--- config.mk ---
export PLATFORM = sky130hd
export DESIGN_NAME = diskemu_arbiter
export DESIGN_NICKNAME = d
export VERILOG_FILES = /design/src/rtl/diskemu_arbiter.sv
export SDC_FILE = /design/constraint.sdc
export NUM_CORES = 1
export LEC_CHECK = 0
export CORE_MARGIN = 2
export CORE_UTILIZATION = 52
export DETAILED_ROUTE_END_ITERATION = 10
export PLACE_DENSITY = 0.92
export SETUP_SLACK_MARGIN = 0.15
export SYNTH_ARGS = -nofsm -noshare
export SYNTH_HDL_FRONTEND = slang
export SYNTH_SLANG_ARGS = --single-unit
--- constraint.sdc ---
create_clock -name eclk -period 4.6 [get_ports eclk]
set_clock_uncertainty 0.1 [all_clocks]
set_input_delay 1.15 -clock eclk [delete_from_list [all_inputs] [get_ports eclk]]
set_output_delay 1.15 -clock eclk [all_outputs]
set_load 0.01 [all_outputs]
--- src/rtl/diskemu_arbiter.sv ---
// Bus arbiter between the CoCo cartridge port and an Arduino loader sharing one
// banked EEPROM; handles turnaround dead time, ownership timeout and write-protect.
module diskemu_arbiter #(
    parameter int                             BANK_BITS = 2,
    parameter int                             TURN_CYC  = 2,
    parameter int                             TIMEOUT   = 1023,
    parameter logic [(2**BANK_BITS)-1:0]      WP_MASK   = '0
) (
    input  logic                 eclk,
    input  logic                 rst,
    input  logic                 c_power,
    input  logic                 a_power,
    input  logic                 ard_req,
    input  logic                 ard_oe,
    input  logic                 ard_we,
    input  logic [BANK_BITS-1:0] ard_bank,
    input  logic                 ard_clr,
    input  logic                 cts,
    input  logic                 scs,
    input  logic                 coco_rw,
    input  logic [BANK_BITS-1:0] coco_data,
    output logic                 c_busen,
    output logic                 ard_grant,
    output logic [BANK_BITS-1:0] bank,
    output logic                 een,
    output logic                 wee,
    output logic [2:0]           status
);

    localparam int CNT_W = $clog2(TIMEOUT + 1);

    localparam logic [1:0] ST_COCO    = 2'd0;
    localparam logic [1:0] ST_DRAIN   = 2'd1;
    localparam logic [1:0] ST_ARD     = 2'd2;
    localparam logic [1:0] ST_RELEASE = 2'd3;

    // Last counter value of each timed state; DRAIN/RELEASE share TURN_LAST.
    localparam logic [CNT_W-1:0] TURN_LAST    = CNT_W'(TURN_CYC - 1);
    localparam logic [CNT_W-1:0] TIMEOUT_LAST = CNT_W'(TIMEOUT - 1);

    logic [1:0]           state;
    logic [1:0]           state_nx;
    logic [CNT_W-1:0]     cnt;
    logic [BANK_BITS-1:0] bank_reg;
    logic                 timeout_flag;
    logic                 wp_flag;
    logic                 timeout_hit;
    logic                 ard_active;
    logic                 bank_load;
    logic                 coco_write;
    logic                 wp_set;

    assign ard_active = ard_req & a_power;
    assign bank_load  = (state == ST_COCO) & c_power & ~scs & ~coco_rw;
    assign coco_write = (state == ST_COCO) & ~cts & ~coco_rw;
    assign wp_set     = coco_write & WP_MASK[bank_reg];

    // NOTE: every variable written here gets a default first so no latch is inferred.
    always_comb begin
        state_nx    = state;
        timeout_hit = 1'b0;
        case (state)
            ST_COCO: begin
                if (ard_active && cts && scs)
                    state_nx = ST_DRAIN;
            end
            ST_DRAIN: begin
                if (!ard_active)
                    state_nx = ST_RELEASE;
                else if (cnt == TURN_LAST)
                    state_nx = ST_ARD;
            end
            ST_ARD: begin
                // A voluntary release on the final cycle is not a timeout.
                if (!ard_active) begin
                    state_nx = ST_RELEASE;
                end else if (cnt == TIMEOUT_LAST) begin
                    state_nx    = ST_RELEASE;
                    timeout_hit = 1'b1;
                end
            end
            ST_RELEASE: begin
                if (cnt == TURN_LAST)
                    state_nx = ST_COCO;
            end
            default: state_nx = ST_COCO;
        endcase
    end

    // NOTE: sequential state uses non-blocking assignments so all registers
    // update from the same pre-edge values.
    always_ff @(posedge eclk) begin
        if (rst) begin
            state        <= ST_COCO;
            cnt          <= '0;
            bank_reg     <= '0;
            timeout_flag <= 1'b0;
            wp_flag      <= 1'b0;
        end else begin
            state <= state_nx;

            // Counter is idle in COCO and restarts on every state change.
            if (state_nx != state)
                cnt <= '0;
            else if (state != ST_COCO)
                cnt <= cnt + 1'b1;

            if (bank_load)
                bank_reg <= coco_data;

            if (timeout_hit)
                timeout_flag <= 1'b1;
            else if (ard_clr)
                timeout_flag <= 1'b0;

            if (wp_set)
                wp_flag <= 1'b1;
            else if (ard_clr)
                wp_flag <= 1'b0;
        end
    end

    always_comb begin
        c_busen   = (state != ST_COCO);
        ard_grant = (state == ST_ARD);
        bank      = ard_grant ? ard_bank : bank_reg;
        een       = 1'b1;
        wee       = 1'b1;
        case (state)
            ST_COCO: begin
                een = cts;
                wee = ~(coco_write & ~WP_MASK[bank_reg]);
            end
            ST_ARD: begin
                een = ~ard_oe;
                wee = ~ard_we;
            end
            default: begin
                een = 1'b1;
                wee = 1'b1;
            end
        endcase
        status = {wp_flag, timeout_flag, ard_grant};
    end

endmodule

Yosys cells after proc, flatten, opt, wreduce, memory -nomap -nowiden --
Cells that the tools add are included.
Operators by class: add/subtract/negate cells 1, $mul 0, div/mod/pow operators 0, $lt $le $gt $ge 1, equality and inequality tests 6, shift-type cells 0, muxes and demuxes 18, bitwise operators 15, reduce and logical (&&, ||, !) cells 7
Operators by type and width (count):
- two-way mux 2 bit | 7
- adder 10 x 1 -> 10 bit (second input constant) | 1
- equality test 10 x 1 -> 1 bit (second input constant) | 1
- equality test 10 bit (second input constant) | 1
- AND 1 bit | 8
- one-hot mux 2 bit (4 select lines) | 1
- two-way mux 1 bit | 7
- NOT 1 bit | 7
- nonzero test 2 bit | 3
- equality test 2 bit (second input constant) | 2
- one-hot mux 1 bit (2 select lines) | 2
- less-than comparator 2 x 3 -> 1 bit (second input constant) | 1
- binary-select mux 1 bit (select 2 bit) | 1
- equality test 2 x 1 -> 1 bit (second input constant) | 1
- logical AND 1 bit | 2
- logical NOT 2 bit | 1
- inequality test 2 bit | 1
- OR reduction 2 bit | 1
Storage, ports and cells: register bits after elaboration 16, latch bits 0, RAM bits 0, memory bits (read-only) 0, input bits 15, memories kept 0

Depth between registers and ports, before layout --
word-level depth 7, gate-level depth with buffers 7, gate-level depth less buffers 6

Least setup slack after synthesis --
No wires, ideal clock.
path type input -> output, start point in cts, end point out wee, data arrival time 1.478 ns, data required time 3.350 ns, slack 1.872 ns, stages on the path 2, path buffers 0, path through o31ai_1 > nand2_1
On the way: cells in the longest elaborated chain, start to end 6
RTL lines:
- start, declared | RTL line 18 | input logic cts,
- NOT 1 bit | RTL line 55 | assign coco_write = (state == ST_COCO) & ~cts & ~coco_rw;
- AND 1 bit (2 in a row) | RTL line 55
- AND 1 bit | RTL line 132 | wee = ~(coco_write & ~WP_MASK[bank_reg]);
- NOT 1 bit | RTL line 132
- one-hot mux 1 bit (2 select lines) | RTL line 129 | case (state)
- end, declared | RTL line 26 | output logic wee,
No other way between the ends.

Worst setup path after layout --
Same ends and word-level chain as after synthesis.

==> metrics.csv <==
stage;metric;value;unit
sta;hold_viol;0;
logic_synthesis;synth_ff_type;dfxtp_1;
worst_setup_path;crit_required;3.35;ns
worst_setup_path;critPathArrivalTime;2.39;ns
global_route;grt_max_degree;12;
sta;period_share;79.2;%
logic_synthesis;yosys.cell_count.top_type;dfxtp_1;
cts;cts.sinks;15;
cells_and_area;area_growth;19.7;%
placed_design;dp_cells;142;
worst_setup_path;timing.critical_path.buf_inv;2;
logic_synthesis;ys_seq_area_share;30.0;%
pwr;pwr-share-clk;24.1;%
cells_and_area;regArea;300;um^2
floorplan;initial_core_util;56.8;%
pwr;power_switching;98.1;uW
worst_setup_path;reg2regPathDepth;6;
logic_synthesis;ys_seq_elements;15;
cells_and_area;finalNetCount;140;
drt;wl;2080;um
placed_design;portBuffers;22;
drt;wl_per_cell;14.3;um
job;maxCapViolCount;0;
placed_design;gp_congestion;0.764;
cts;cts_root_buf;clkbuf_4;
logic_synthesis;synth_nets;121;
cells_and_area;finalNonFillerCells;146;
floorplan;fp-row-count;15;
cts;post-cts-setup-buffer-count;0;
worst_setup_path;cp_top_family;buffers and inverters;
worst_setup_path;critPathLaunchType;input pin;
drt;drc_errors;0;
pwr;cellPowerDensity;260;mW/mm^2
drt;detail_route.vias_per_cell;5.50;
min_path;min_from;timeout_flag$_SDFFE_PP0P_;
sta;setup-violations-final;0;
logic_synthesis;yosysTopAreaCellShare;30.0;%
drt;vias;803;
cts;numCtsBuffers;3;
pwr;p_int;214;uW
global_route;overflow;0;
floorplan;die_width;47.9;um
worst_setup_path;worst_path_most_repeated_cell;clkdlybuf4s50_1;
worst_setup_path;endpoint_kind;output pin;
drt;first_pass_iters;4;
worst_setup_path;critPathSlowestCell;clkdlybuf4s50_1;
pwr;power_leakage;0.437;nW
worst_setup_path;path_depth;4;
floorplan;die-area;0.00229;mm^2
sta;rsz0062_at_grt;false;
logic_synthesis;syn_area;0.00100;mm^2
floorplan;core_area;0.00176;mm^2
pwr;p_sw_share;31.4;%
cells_and_area;diodes;0;
worst_setup_path;max_stage_delay;0.47;ns
cts;ctsHoldBuffers;0;
logic_synthesis;yosys.area.top_type;dfxtp_1;
global_route;grt_pass1_wl;3210;um
cells_and_area;largest_register_ffs;10;
cts;cts_resized;0;
worst_setup_path;path_class;in -> out;
sta;min_period;3.64;ns
logic_synthesis;synthTopCellsByCount;15 x dfxtp_1, 11 x nand2_1, 10 x nor3_2;
logic_synthesis;synth_warnings;0;
sta;hold_ws;0.402;ns
global_route;grtUsageTotal;20.1;%
pwr;combPwrFrac;29.5;%
cells_and_area;final_cell_area;0.00120;mm^2
cts;tritoncts;built;
cells_and_area;drive_above_1_share;19.8;%
drt;antenna_left;0;
logic_synthesis;syn_area_per_cell;9.73;um^2
placed_design;dpl_cell_area;0.00117;mm^2
cells_and_area;multi_input_area;594;um^2
cts;clock_path_buffers;2;
pwr;irDropWorstVdd;0.198;mV
floorplan;io_pins;24;
min_path;hold_depth;2;
cts;worstSkewPairLatency;0.28;ns
worst_setup_path;r2r-start;cnt[0]$_SDFFE_PP0N_;
pwr;total_power;312;uW
cts;clk_pin_slew;0.09;ns
global_route;first_global_vias;796;
min_path;hold_path.class;reg -> reg;
logic_synthesis;synth.area.top_cells;dfxtp_1 30%, nor3_2 10%, xor2_1 4.4%;
cts;cts_max_level;1;
worst_setup_path;crit_path_max_fanout;3;
logic_synthesis;synth_cell_types;38;
floorplan;die_h;47.9;um
worst_setup_path;timing.critical_path.from;cts;
cells_and_area;fillers;168;
drt;drt_iter0_markers;12;
pwr;seqPwrFrac;46.5;%
sta;maxSlewViolCount;0;
sta;setup_tns;0;ns
logic_synthesis;synth_edf_count;0;
logic_synthesis;synthArstFlopShare;0;%
logic_synthesis;syn_inst;103;
global_route;grt_antenna_before_repair;0;
run_status;status;completed;
sta;max_freq;0.275;GHz
placed_design;place_hpwl;1580;um
worst_setup_path;cp_cell_sequence;clkdlybuf4s50_1, o31ai_1, nand2_1, clkdlybuf4s50_1;
[area by class of cell]
type / count / share of cell area (%)
clock buffer: 3 / 1.88
clock inverter: 1 / 0.417
inverter: 7 / 2.19
multi-input combinational: 73 / 49.5
sequential: 15 / 25.0
tap: 25 / 2.61
timing repair buffer: 22 / 18.4
[power groups by stage]
| stage | registers [mW] | logic, mW | clock network, mW |
|---|---|---|---|
| 3_3_place_gp | 0.148 | 0.0898 | 0 |
| 2_1_floorplan | 0.143 | 0.0736 | 0 |
| 3_5_place_dp | 0.148 | 0.0923 | 0 |
| 6_report | 0.145 | 0.0920 | 0.0752 |
| 4_1_cts | 0.145 | 0.0931 | 0.0775 |
| 5_1_grt | 0.147 | 0.0995 | 0.0813 |
[per-layer routing]
layer	track usage, %	part of all wire [%]
met2	38.9	51
met5	0	0
met3	3.02	8.0
met1	20.4	40
met4	10.3	1.5
[placed cells by master, fill, tap and decap left out]
| master | instances |
|---|---|
| clkdlybuf4s50_1 | 22 |
| nor2_1 | 7 |
| nor4_2 | 1 |
| ha_1 | 3 |
| o21ai_0 | 2 |
| nor3_1 | 1 |
| xnor2_1 | 4 |
| xor2_1 | 5 |
| a31oi_1 | 1 |
| inv_1 | 7 |
| nor3_2 | 10 |
| o31ai_1 | 1 |
| nand4b_1 | 1 |
| a21oi_1 | 2 |
| and3_1 | 2 |
| o21ai_4 | 1 |
| o2111ai_1 | 1 |
| dfxtp_1 | 15 |
| mux2_2 | 2 |
| a2111oi_4 | 1 |
| nor4b_1 | 1 |
| conb_1 | 1 |
| o211a_1 | 1 |
| clkbuf_4 | 3 |
| or2_4 | 1 |
| nand4_1 | 3 |
| nand2_1 | 11 |
| nor2b_1 | 2 |
| a32oi_1 | 1 |
| mux2i_1 | 2 |
| o2bb2ai_2 | 1 |
| a31o_2 | 1 |
| clkinv_2 | 1 |
| a211o_4 | 1 |
| nor4_1 | 1 |
| nor4b_4 | 1 |
[worst register-to-register path, cell delays in order (launching register included)]
cell	delay (ns)
dfxtp_1	0.42
inv_1	0.07
ha_1	0.20
nand4b_1	0.11
nor4_2	0.07
a211o_4	0.41
a2111oi_4	0.32
[cells by family (layout without fill, tap and decap cells)]
group | count (synthesis) | after routing | share of synthesized area, %
AND/OR/NAND/NOR | 42 | 42 | 28.5
XOR/XNOR | 9 | 9 | 7.86
multiplexers | 4 | 4 | 4.24
other | 1 | 1 | 0.374
flip-flops | 15 | 15 | 30.0
adder cells (fa/ha/maj) | 3 | 3 | 3.75
buffers and inverters | 15 | 33 | 10.7
AO/OA/AOI/OAI | 14 | 14 | 14.6
[path summary, 6_finish.rpt]
kind / end / slack [ns]
setup / recovery: wee / 0.96
hold / removal: timeout_flag$_SDFFE_PP0P_ / 0.40
setup reg to reg: cnt[1]$_SDFFE_PP0N_ / 2.80
hold reg to reg: timeout_flag$_SDFFE_PP0P_ / 0.40
[metrics by stage]
step	setup WS, ns	util [%]
after detailed placement	0.963	66.5
after CTS	0.958	68.0
after global placement	0.990	66.5
after floorplan	1.87	-
final	0.959	68.0
after global routing	0.891	68.0
(Power assumes the default switching activity.)
